--- src/rtl/hdu_pkg.sv ---
// Shared constants and per-register state type for the scoreboard hazard unit.
package hdu_pkg;

  localparam int NUM_REGS_DEF = 32;
  localparam int REG_AW_DEF   = 5;
  localparam int NUM_SRC_DEF  = 2;
  localparam int LAT_W_DEF    = 3;
  localparam int FWD_EN_DEF   = 1;
  localparam int STALL_CW_DEF = 32;

  // Latency code meaning "unknown latency, released by writeback".
  localparam int LAT_LONG  = 0;
  // Storage width of the countdown; LAT_W must not exceed it.
  localparam int LAT_W_MAX = 8;

  typedef struct packed {
    logic                 busy;
    logic                 lng;
    logic [LAT_W_MAX-1:0] cnt;
  } sb_state_t;

endpackage

--- src/rtl/sb_entry.sv ---
// One scoreboard slot: pending flag plus either a latency countdown or a
// wait-for-writeback marker.
module sb_entry
  import hdu_pkg::*;
#(
  parameter int LAT_W = LAT_W_DEF
) (
  input  logic             clk_i,
  input  logic             rst_i,
  input  logic             issue_hit_i,
  input  logic [LAT_W-1:0] issue_lat_i,
  input  logic             wb_hit_i,
  output sb_state_t        state_o
);

  sb_state_t st;

  // A new issue wins over any retirement happening to this slot in the same cycle.
  always_ff @(posedge clk_i) begin
    if (rst_i) begin
      st <= '0;
    end else if (issue_hit_i) begin
      st.busy <= 1'b1;
      st.lng  <= (issue_lat_i == LAT_W'(LAT_LONG));
      st.cnt  <= LAT_W_MAX'(issue_lat_i);
    end else if (st.busy && st.lng) begin
      if (wb_hit_i) begin
        st.busy <= 1'b0;
        st.lng  <= 1'b0;
      end
    end else if (st.busy) begin
      st.cnt <= st.cnt - LAT_W_MAX'(1);
      if (st.cnt == LAT_W_MAX'(1)) st.busy <= 1'b0;
    end
  end

  assign state_o = st;

endmodule

--- src/rtl/reg_scoreboard.sv ---
// ID-stage hazard unit: per-register scoreboard, RAW/WAW detection with optional
// bypass awareness, and a saturating stall-cycle counter.
module reg_scoreboard
  import hdu_pkg::*;
#(
  parameter int NUM_REGS = NUM_REGS_DEF,
  parameter int REG_AW   = REG_AW_DEF,
  parameter int NUM_SRC  = NUM_SRC_DEF,
  parameter int LAT_W    = LAT_W_DEF,
  parameter int FWD_EN   = FWD_EN_DEF,
  parameter int STALL_CW = STALL_CW_DEF
) (
  input  logic                      clk_i,
  input  logic                      rst_i,
  input  logic [NUM_SRC*REG_AW-1:0] id_rs_i,
  input  logic [NUM_SRC-1:0]        id_rs_en_i,
  input  logic                      issue_valid_i,
  input  logic                      issue_we_i,
  input  logic [REG_AW-1:0]         issue_rd_i,
  input  logic [LAT_W-1:0]          issue_lat_i,
  input  logic                      wb_valid_i,
  input  logic [REG_AW-1:0]         wb_rd_i,
  input  logic                      flush_i,
  output logic                      hazard_o,
  output logic [NUM_REGS-1:0]       busy_o,
  output logic [STALL_CW-1:0]       stall_cnt_o
);

  // Indices past NUM_REGS are tied off so any encodable index can be looked up.
  localparam int NUM_IDX = 2**REG_AW;

  sb_state_t ent [NUM_IDX];
  logic      raw_hit;
  logic      waw_hit;
  logic      hazard;
  logic      accept;

  function automatic logic src_raw(input logic [REG_AW-1:0] idx, input sb_state_t e,
                                   input logic wb_v, input logic [REG_AW-1:0] wb_rd);
    logic byp;
    byp = (FWD_EN != 0) && (e.lng ? (wb_v && (wb_rd == idx)) : (e.cnt == LAT_W_MAX'(1)));
    return (idx != '0) && e.busy && !byp;
  endfunction

  function automatic logic [STALL_CW-1:0] sat_inc(input logic [STALL_CW-1:0] v);
    return (&v) ? v : v + STALL_CW'(1);
  endfunction

  assign ent[0] = '0;

  for (genvar i = 1; i < NUM_IDX; i++) begin : g_ent
    if (i < NUM_REGS) begin : g_live
      sb_entry #(.LAT_W(LAT_W)) u_entry (
        .clk_i       (clk_i),
        .rst_i       (rst_i),
        .issue_hit_i (accept && (issue_rd_i == REG_AW'(i))),
        .issue_lat_i (issue_lat_i),
        .wb_hit_i    (wb_valid_i && (wb_rd_i == REG_AW'(i))),
        .state_o     (ent[i])
      );
    end else begin : g_tie
      assign ent[i] = '0;
    end
  end

  always_comb begin
    raw_hit = 1'b0;
    for (int s = 0; s < NUM_SRC; s++) begin
      if (id_rs_en_i[s] && src_raw(id_rs_i[s*REG_AW +: REG_AW],
                                   ent[id_rs_i[s*REG_AW +: REG_AW]], wb_valid_i, wb_rd_i))
        raw_hit = 1'b1;
    end
  end

  // WAW ignores bypass: the older write must fully retire before a new one is tracked.
  assign waw_hit  = issue_valid_i && issue_we_i && (issue_rd_i != '0) && ent[issue_rd_i].busy;
  assign hazard   = issue_valid_i && !flush_i && (raw_hit || waw_hit);
  assign accept   = issue_valid_i && !hazard && !flush_i && issue_we_i && (issue_rd_i != '0);
  assign hazard_o = hazard;

  always_comb begin
    busy_o = '0;
    for (int r = 1; r < NUM_REGS; r++) busy_o[r] = ent[r].busy;
  end

  always_ff @(posedge clk_i) begin
    if (rst_i)       stall_cnt_o <= '0;
    else if (hazard) stall_cnt_o <= sat_inc(stall_cnt_o);
  end

endmodule

--- config.mk ---
export PLATFORM = sky130hd
export DESIGN_NAME = reg_scoreboard
export DESIGN_NICKNAME = d
export VERILOG_FILES = /design/src/rtl/hdu_pkg.sv /design/src/rtl/sb_entry.sv /design/src/rtl/reg_scoreboard.sv
export SDC_FILE = /design/constraint.sdc
export NUM_CORES = 1
export LEC_CHECK = 0
export ABC_AREA = 1
export CORE_MARGIN = 5
export CORE_UTILIZATION = 45
export CTS_CLUSTER_SIZE = 14
export DETAILED_ROUTE_END_ITERATION = 6
export PLACE_DENSITY_LB_ADDON = 0.15
export SETUP_SLACK_MARGIN = 0.05
export SYNTH_ARGS = -nofsm -noshare
export SYNTH_HDL_FRONTEND = slang
export SYNTH_SLANG_ARGS = --single-unit
--- constraint.sdc ---
create_clock -name clk_i -period 3.84 [get_ports clk_i]
set_input_delay 0.96 -clock clk_i [delete_from_list [all_inputs] [get_ports clk_i]]
set_output_delay 0.96 -clock clk_i [all_outputs]
set_load 0.005 [all_outputs]
* Word level (Yosys, flattened, before mapping)
Index checks and enable logic that the tools add are counted.
** Storage, ports and cells
- Input bits :: 31
- Register bits after elaboration :: 342
- Word-level logic and storage cells :: 953
** Operators by class
- Reductions and logical operators :: 338
- $add $sub $neg :: 32
- Muxes and demuxes :: 261
- Bitwise operators :: 35
- Magnitude comparators :: 3
- Equal/unequal tests :: 159
** Operator list (count)
- $mux W8 :: 62
- $mux W10 :: 37
- $eq A8 B1 Y1 const B :: 33
- $sub A8 B1 Y8 const B :: 31
- $reduce_and A2 Y1 :: 94
- $reduce_bool A2 Y1 :: 93
- $eq A5 B5 Y1 const B :: 32
- $bmux W10 S5 :: 3
- $mux W1 :: 128
- $logic_and A1 B1 Y1 :: 110
- $ne A3 B1 Y1 const B :: 31
- $eq A5 B4 Y1 const B :: 16
- $mux W2 :: 31
- $ne A2 B1 Y1 const B :: 31
- $reduce_or A2 Y1 :: 31
- $eq A5 B3 Y1 const B :: 8
- $add A32 B1 Y32 const B :: 1
- $not A1 Y1 :: 32
- $reduce_and A32 Y1 :: 1
- $eq A5 B2 Y1 const B :: 4
- $ge A6 B6 Y1 const B :: 3
- $not A5 Y6 :: 3
- $reduce_bool A5 Y1 :: 3
- $eq A5 B1 Y1 const B :: 2
- 4 further kinds :: 8

* Longest topological paths before layout
Gate-level depths: netlist of run 1.
- Word-level depth :: 21
- Gate-level depth with buffers :: 24
- Mapped depth without buffers :: 21

* By module
Synthesis of run 1 repeated with hierarchy kept, for this count alone.
** Unflattened totals
- Cells, all modules :: 4280
- Area total of the unflattened synthesis :: 25182.9 sq um
** Modules (own cells, without submodules)
- sb_entry (g_ent[19].g_live.u_entry ...) :: cells an instance 90, times used 22, area each 574.3 sq um, sequential area each 200.2 sq um
- reg_scoreboard :: cells an instance 1508, times used 1, area each 7233.2 sq um, sequential area each 640.6 sq um
- sb_entry (g_ent[10].g_live.u_entry ...) :: cells an instance 88, times used 9, area each 590.6 sq um, sequential area each 200.2 sq um

* Worst setup path after synthesis of run 1
Ideal clock, no wire load.
- Kind :: input to output
- From :: input port id_rs_i[0]
- To :: output port hazard_o
- Stages on the path :: 17
- Setup slack :: 0.326 ns
- Arrival :: 2.554 ns
- Cells stage by stage :: buf_4 buf_4 buf_6 a21oi_1 o21ai_0 nand3_1 nand3_1 nand2_1 nand2_1 nor2_1 o21ai_1 nor2_1 nor2_4 nand2_1 nand2_1 inv_2 buf_2
** Between the ends
- Word-level cells in the longest chain between the ends :: 13
- Elaborated cells between the ends (all ways) :: 17
- Classes of those cells :: 2 x eq/ne; 6 x mux; 1 x bitwise; 8 x reduce/logical
** Ends and longest elaborated chain
- start: declaration :: RTL line reg_scoreboard.sv:15 : input logic [NUM_SRC*REG_AW-1:0] id_rs_i,
- $not A5 Y6 (implied by the code) :: RTL line reg_scoreboard.sv:70 : ent[id_rs_i[s*REG_AW +: REG_AW]], wb_valid_i, wb_rd_i))
- $bmux W10 S5 :: RTL line reg_scoreboard.sv:70
- $mux W10 (implied by the code) (2 in series) :: RTL line reg_scoreboard.sv:70
- $eq A8 B1 Y1 :: RTL line reg_scoreboard.sv:41 : byp = (FWD_EN != 0) && (e.lng ? (wb_v && (wb_rd == idx)) : (e.cnt == LAT_W_MAX'(1)));
- $mux W1 :: RTL line reg_scoreboard.sv:41
- $logic_not A1 Y1 :: RTL line reg_scoreboard.sv:42 : return (idx != '0) && e.busy && !byp;
- $logic_and A1 B1 Y1 (*) :: RTL line reg_scoreboard.sv:42
- $logic_and A1 B1 Y1 (*) :: RTL line reg_scoreboard.sv:69 : if (id_rs_en_i[s] && src_raw(id_rs_i[s*REG_AW +: REG_AW],
- $mux W1 (*) (2 in series) :: RTL line reg_scoreboard.sv:69
- $logic_or A1 B1 Y1 (*) :: RTL line reg_scoreboard.sv:77 : assign hazard = issue_valid_i && !flush_i && (raw_hit || waw_hit);
- $logic_and A1 B1 Y1 (*) :: RTL line reg_scoreboard.sv:77
- end: declaration :: RTL line reg_scoreboard.sv:24 : output logic hazard_o,
Every way passes the cells marked *; elsewhere a longest branch is shown, timed or not. The select of a mux whose other input is x is not followed.

* Worst setup path in the final report of run 1
- From :: input port id_rs_i[5]
- To :: output port hazard_o
** Between the ends
- Word-level cells in the longest chain between the ends :: 12
- Elaborated cells between the ends (all ways) :: 16
- Classes of those cells :: 2 x eq/ne; 5 x mux; 1 x bitwise; 8 x reduce/logical
** Ends and longest elaborated chain (RTL line)
- $not A5 Y6 (implied by the code) :: reg_scoreboard.sv:70
- $bmux W10 S5 :: reg_scoreboard.sv:70
- $mux W10 (implied by the code) (2 in series) :: reg_scoreboard.sv:70
- $eq A8 B1 Y1 :: reg_scoreboard.sv:41
- $mux W1 :: reg_scoreboard.sv:41
- $logic_not A1 Y1 :: reg_scoreboard.sv:42
- $logic_and A1 B1 Y1 (*) :: reg_scoreboard.sv:42
- $logic_and A1 B1 Y1 (*) :: reg_scoreboard.sv:69
- $mux W1 (*) :: reg_scoreboard.sv:69
- $logic_or A1 B1 Y1 (*) :: reg_scoreboard.sv:77
- $logic_and A1 B1 Y1 (*) :: reg_scoreboard.sv:77
Marks and branches as above.

==> out/metrics.cfg, run 1 <==
[cells_and_area]
layout_common_cells = 842 x nand2_1, 688 x nor2_1, 380 x inv_1, 342 x dfxtp_1, 300 x nand3_1
drive_gt1_share_pct = 11.3
seq_area_um2 = 6850
num_antenna_cells = 0
area_growth_pct = 20.7
fill_cells = 5245
num-nets-final = 4050
final_common_cell = nand2_1
multi_input_area_um2 = 14300
fin_util_pct = 54.9

[sta]
worst_pin_slew_ns = 0.863
post-route-period-util_pct = 98.9
setup_viol = 0
fin_crit_ns = 3.80
fmax_ghz = 0.263
slew_headroom_pct = 42.0
rsz0062_at_grt = yes
timing.final.hold_violations = 0
skew_ns = 0.0219
maxSlewViolCount = 0

[critical_path]
reg2reg_from = g_ent[11].g_live.u_entry.state_o[0]$_SDFFE_PP0P_
critPathRequiredTime_ns = 2.88
cp_slowest_cell = nor2_4
critPathKind = in -> out
start_kind = input port
endpoint_kind = output port
critical_path.max_fanout = 6
cpPeakStageDelay_ns = 0.18
crit_family = simple AND/OR/NAND/NOR gates
cp-startpoint = id_rs_i[5]
arrival_ns = 2.84
cp_num_buf_inv = 6
path_cells = buf_16 > buf_16 > clkbuf_16 > buf_4 > a21oi_1 > o21ai_0 > nand4_1 > nand3_2 > nand3_1 > nand2_2 > nor2_4 > nand3_4 > nand2_4 > nand2_2 > inv_2 > buf_6

[logic_synthesis]
ys.warnings.count = 0
yosys.area_share.xor_xnor_pct = 6.26
ys_seq_elements = 342
synth_area_um2 = 23400
yosysSeqAreaShare_pct = 29.3
synthMuxAreaShare_pct = 0
synth_edf_count = 0
synthSimpleGateAreaFrac_pct = 40.7
synth_top_flop_cell = dfxtp_1
yosys.area.top_type = dfxtp_1
synth_top_family_by_area = simple AND/OR/NAND/NOR gates
synth_top_area_share_pct = 29.3
synth_compound_area_share_pct = 10.1
synthArstFlopShare_pct = 0
synth_area_leaders = dfxtp_1 29%, nand2_1 14%, nor2_1 11%
synth_adder_area_share_pct = 3.37
syn_nets = 3835
avgSynthCellArea_um2 = 6.24
synth_cell_types = 49
synth_cells = 3741

[routing]
wl_per_cell_um = 19.4
routed-via-count = 25700
drtPass1Iterations = 7
drc = 8
vias_per_cell = 5.51
drt_wl_total_mm = 90.4
antenna_left = 0
drt_iter0_drc = 2820

[grt]
grt_pass1_wl_mm = 138
grt_max_degree = 80
track_usage_pct = 30.7
grt-ovfl-total = 0
grt_antenna_before_repair = 0
grt_pass1_vias = 23300

[pwr]
p_leak_nw = 12.2
irDropWorstVdd_v = 0.000315
power_mw = 8.65
power_density_nw_per_um2 = 307

[status]
status = finished, violations left
violations = design-rule violations

[clocking]
holdBufCountCts = 0
cts_tree = built
clock_sinks = 342
cts_max_path_buffers = 3
clk_latency_ns = 0.58
h-tree-depth = 2
path_clk_slew_ns = 0.06
cts_made_buffers = 42
cts_root_buf = clkbuf_16

[floorplan]
core-area_um2 = 51400
ios = 96
die_x_um = 238
initial_utilization_pct = 45.4
die_area_um2 = 56600
fp.dieH_um = 238
row_count = 83

[placed_design]
dp_hpwl_mm = 67.2
gp_routability_congestion = 1.02
placement.io_buffers = 94

[min_path]
min-delay-start = g_ent[3].g_live.u_entry.state_o[5]$_SDFFE_PP0P_
hold_class = reg -> reg

[job]
drv_cap = 0

-- final cells by class --
cell class / instances / share of cell area (%)
clock buffer: 58 / 4.19
tap: 680 / 3.02
inverter: 395 / 5.35
clock inverter: 18 / 0.555
multi-input combinational: 2841 / 50.7
timing repair buffer: 334 / 11.9
sequential: 342 / 24.3
-- state kept, by name (all words and copies together) (netlist names) --
name and count:
stall_cnt_o 32, g_ent.g_live.u_entry.state_o 310
-- cells by family after synthesis --
kind of cell,count (synthesis)
xor gates and xnor gates,167
adders and majority gates,63
DFF,342
and+or+nand+nor,2180
buffers and inverters,558
other,1
AOI/OAI and AO/OA,430
-- stage by stage --
stage | hold slack (ns) | setup slack, ns | area (um^2) | instances | setup TNS, ns
after detailed placement | 0.459 | -0.978 | 26200 | 4566 | -83.69
after floorplan | 0.444 | 0.326 | 23400 | 3741 | 0
after global routing | 0.489 | 0.00189 | 28200 | 4668 | 0
final | 0.465 | 0.0434 | 28200 | 4668 | 0
after global placement | 0.455 | -0.984 | 26200 | 4566 | -86.80
after CTS | 0.468 | 0.0927 | 27900 | 4656 | 0
-- report_power, final --
group,internal [mW],switching (mW),leakage [nW],total [mW]
Sequential,3.56,0.0187,2.75,3.58
Combinational,0.396,0.724,8.80,1.12
Clock,2.29,1.66,0.668,3.95
-- worst register-to-register path: stages, from the launching register on --
cell and delay (ns):
dfxtp_1 0.47, inv_1 0.12, a21oi_1 0.24, o21ai_1 0.13
nand3_1 0.09, nand2_1 0.05, nand2_1 0.08, nand3_2 0.12
nand2_2 0.12, nand3_4 0.12, nand3_4 0.10, buf_4 0.11
buf_4 0.51, nand4_2 0.34, nand2_1 0.18, buf_4 0.15
nor2_1 0.04
-- routing by layer --
metal | track usage (%) | routed length, um | up-vias
li1 | - | - | 12500
met1 | 42.9 | 38500 | 11700
met2 | 47.2 | 38800 | 1228
met3 | 4.97 | 8800 | 269
met4 | 12.8 | 4240 | 0
met5 | 0 | 0 | -
-- synth_stat cells (3+ instances only) --
| library cell | number |
|---|---|
| ha_1 | 63 |
| xnor2_1 | 27 |
| nand3b_1 | 9 |
| nand4_1 | 102 |
| nand2_1 | 859 |
| buf_4 | 49 |
| nand3_1 | 311 |
| buf_6 | 9 |
| clkinv_1 | 5 |
| inv_1 | 382 |
| a31oi_1 | 12 |
| o211ai_1 | 32 |
| buf_1 | 10 |
| nand4_2 | 13 |
| inv_2 | 8 |
| o21a_1 | 3 |
| clkbuf_1 | 56 |
| buf_2 | 39 |
| a21boi_1 | 7 |
| dfxtp_1 | 342 |
| nor4_1 | 23 |
| nor3_1 | 95 |
| o311ai_0 | 4 |
| o22ai_1 | 16 |
| o31ai_1 | 7 |
| nor2_4 | 4 |
| nand3_2 | 4 |
| a21oi_1 | 204 |
| or2_2 | 45 |
| o21ai_0 | 118 |
| o21ai_1 | 16 |
| xor2_1 | 140 |
| nor2_1 | 700 |
| nand4_4 | 7 |
-- path summary, 6_finish.rpt --
path / end / slack, ns / cells after the start
min: g_ent[3].g_live.u_entry.state_o[5]$_SDFFE_PP0P_ / 0.47 / 2
max: hazard_o / 0.04 / 16
max reg2reg: g_ent[18].g_live.u_entry.state_o[3]$_SDFFE_PP0P_ / 0.77 / 16
min reg2reg: g_ent[3].g_live.u_entry.state_o[5]$_SDFFE_PP0P_ / 0.47 / 2
-- repair_timing --
action,4_1_cts,5_1_grt
pin swaps,20,27
resized for setup,86,45
endpoints found under the hold margin,0,0
gates cloned,7,3
setup endpoints to repair,1,1
buffers inserted,7,10
No activity file was read; power rests on OpenSTA's default activity.
==> run 2: changes to the inputs <==
Settings changed: CTS_CLUSTER_SIZE 14 to 8, SLEW_MARGIN set to 20.
Clock period 3.84 ns to 3.4 ns, I/O delays scaled along.
==> run 2 against run 1 <==
  * The flow finishes with violations (design-rule violations, negative setup slack)
  * Non-clock buffer count grew 73
  * Flip-flop and latch count is the same
  * Clock skew shrank 0.0069 ns
  * Critical path type unchanged
  * Largest power group unchanged
==> out/metrics.cfg, run 2 (synthesized netlist as in run 1, its figures left out) <==
[sta]
fmax_ghz = 0.279
rsz0062_at_grt = yes
tns_ns = -0.182  ; -0.182 ns
skew_ns = 0.0150  ; -0.00688 ns
slew_headroom_pct = 32.1  ; -9.9 points
setup_viol = 1  ; +1
setup_slack_ns = -0.182  ; -0.225 ns
fin_crit_ns = 3.58
maxSlewViolCount = 0  ; unchanged
timing.final.hold_violations = 0  ; unchanged
worst_pin_slew_ns = 1.02  ; +0.155 ns
post-route-period-util_pct = 105

[clocking]
clk_latency_ns = 0.60  ; +0.02 ns
clock_sinks = 342  ; unchanged
cts_made_buffers = 48  ; +14%
cts_root_buf = clkbuf_16
cts_tree = built
cts_max_path_buffers = 3  ; unchanged
h-tree-depth = 2  ; unchanged
path_clk_slew_ns = 0.05  ; about the same

[pwr]
p_leak_nw = 12.7  ; +3.8%
power_mw = 9.83  ; +14%
irDropWorstVdd_v = 0.000359  ; +14%
power_density_nw_per_um2 = 338  ; +10%

[grt]
grt_antenna_before_repair = 0  ; unchanged
grt_max_degree = 81  ; +1.3%
grt_pass1_wl_mm = 140  ; +1.9%
track_usage_pct = 31.4  ; +0.73 points
grt_pass1_vias = 23800  ; +2.0%
grt-ovfl-total = 0  ; unchanged

[floorplan]
core-area_um2 = 51400  ; unchanged
fp.dieH_um = 238  ; unchanged
initial_utilization_pct = 45.4  ; unchanged
row_count = 83  ; unchanged
ios = 96  ; unchanged
die_area_um2 = 56600  ; unchanged
die_x_um = 238  ; unchanged

[status]
status = finished, violations left
violations = design-rule violations, negative setup slack

[cells_and_area]
largest_register_ffs = 310  ; unchanged
area_growth_pct = 24.4
fin_util_pct = 56.5  ; +1.7 points
num-nets-final = 4129  ; +2.0%
num_antenna_cells = 0  ; unchanged
final_common_cell = nand2_1
layout_common_cells = 834 x nand2_1, 687 x nor2_1, 380 x inv_1, 342 x dfxtp_1, 297 x nand3_1
drive_gt1_share_pct = 12.9  ; +1.6 points

[critical_path]
critPathRequiredTime_ns = 2.55  ; -0.33 ns
endpoint_kind = output port
arrival_ns = 2.73  ; -0.11 ns
start_kind = input port
critPathKind = in -> out
reg2reg_depth = 25  ; +9
critical_path.max_fanout = 11  ; +5

[min_path]
min_path_cells = 2  ; unchanged
hold_class = reg -> reg

[routing]
drt_iter0_drc = 2940  ; +4.3%
routed-via-count = 26100  ; +1.4%
drt_wl_total_mm = 93.1  ; +3.1%
antenna_left = 0  ; unchanged
wl_per_cell_um = 19.7  ; +2.0%
vias_per_cell = 5.52  ; +0.33%
drtPass1Iterations = 7  ; unchanged
drc = 1  ; -7

[job]
drv_cap = 0  ; unchanged

[placed_design]
place_ws_ns = -1.11  ; -0.136 ns
placement.io_buffers = 94  ; unchanged
dp_hpwl_mm = 68.3  ; +1.6%
gp_routability_congestion = 1.02  ; about the same

run 2: layer usage:
metal | GRT usage (%) | share of wire, % | vias to the layer above
met1 | 43.6 | 42 | 11800
met5 | 0 | 0 | -
li1 | - | - | 12700
met2 | 47.8 | 43 | 1303
met3 | 5.91 | 9.9 | 284
met4 | 13.7 | 5.1 | 0
run 2: what timing repair did:
item | 4_1_cts | 5_1_grt
hold buffers | 0 | 0
setup buffers | 26 | 7
endpoints found under the setup margin | 70 | 179
gates resized for setup | 121 | 71
gates cloned | 13 | 3
pin swaps | 50 | 41
run 2: cell type report:
| class | count | area [um^2] |
|---|---|---|
| multi-input cells | 2841 | 14400 |
| clock buffers | 51 | 1230 |
| inverters | 395 | 1520 |
| clock inverters | 2 | 17.5 |
| repair buffers | 407 | 4170 |
| flip-flops and latches | 342 | 6850 |
| fillers | 5177 | 22400 |
| well taps | 680 | 851 |
run 2: power breakdown:
| part | internal [mW] | switching (mW) |
|---|---|---|
| sequential | 4.03 | 0.0196 |
| combinational | 0.568 | 0.884 |
| clock | 2.52 | 1.81 |
| total | 7.12 | 2.71 |
run 2: worst paths after layout:
path	start	end	slack, ns
worst max register to register	g_ent[17].g_live.u_entry.state_o[9]$_SDFFE_PP0P_	g_ent[1].g_live.u_entry.state_o[2]$_SDFFE_PP0P_	0.32
worst min register to register	g_ent[3].g_live.u_entry.state_o[5]$_SDFFE_PP0P_	g_ent[3].g_live.u_entry.state_o[5]$_SDFFE_PP0P_	0.47
worst min-delay path	g_ent[3].g_live.u_entry.state_o[5]$_SDFFE_PP0P_	g_ent[3].g_live.u_entry.state_o[5]$_SDFFE_PP0P_	0.47
worst max-delay path	id_rs_i[6]	hazard_o	-0.18
run 2: worst max-delay path, cell delays in order:
cell	delay (ns)
buf_2	0.11
buf_12	0.15
nor2_4	0.16
buf_12	0.20
nand2_1	0.06
o21ai_0	0.11
nor2_1	0.07
nand2_1	0.12
nand2_1	0.06
nand3_1	0.17
nand2_2	0.09
nand3_4	0.12
nand3_4	0.09
nand2_4	0.12
nand2_2	0.06
inv_2	0.07
buf_6	0.09
run 2: stage by stage:
step                      instances  hold slack, ns  area, um^2
after floorplan                3741           0.444       23400
after global placement         4623           0.464       26600
after detailed placement       4623           0.461       26600
after CTS                      4714           0.469       28800
after global routing           4718           0.494       29100
final                          4718           0.468       29100
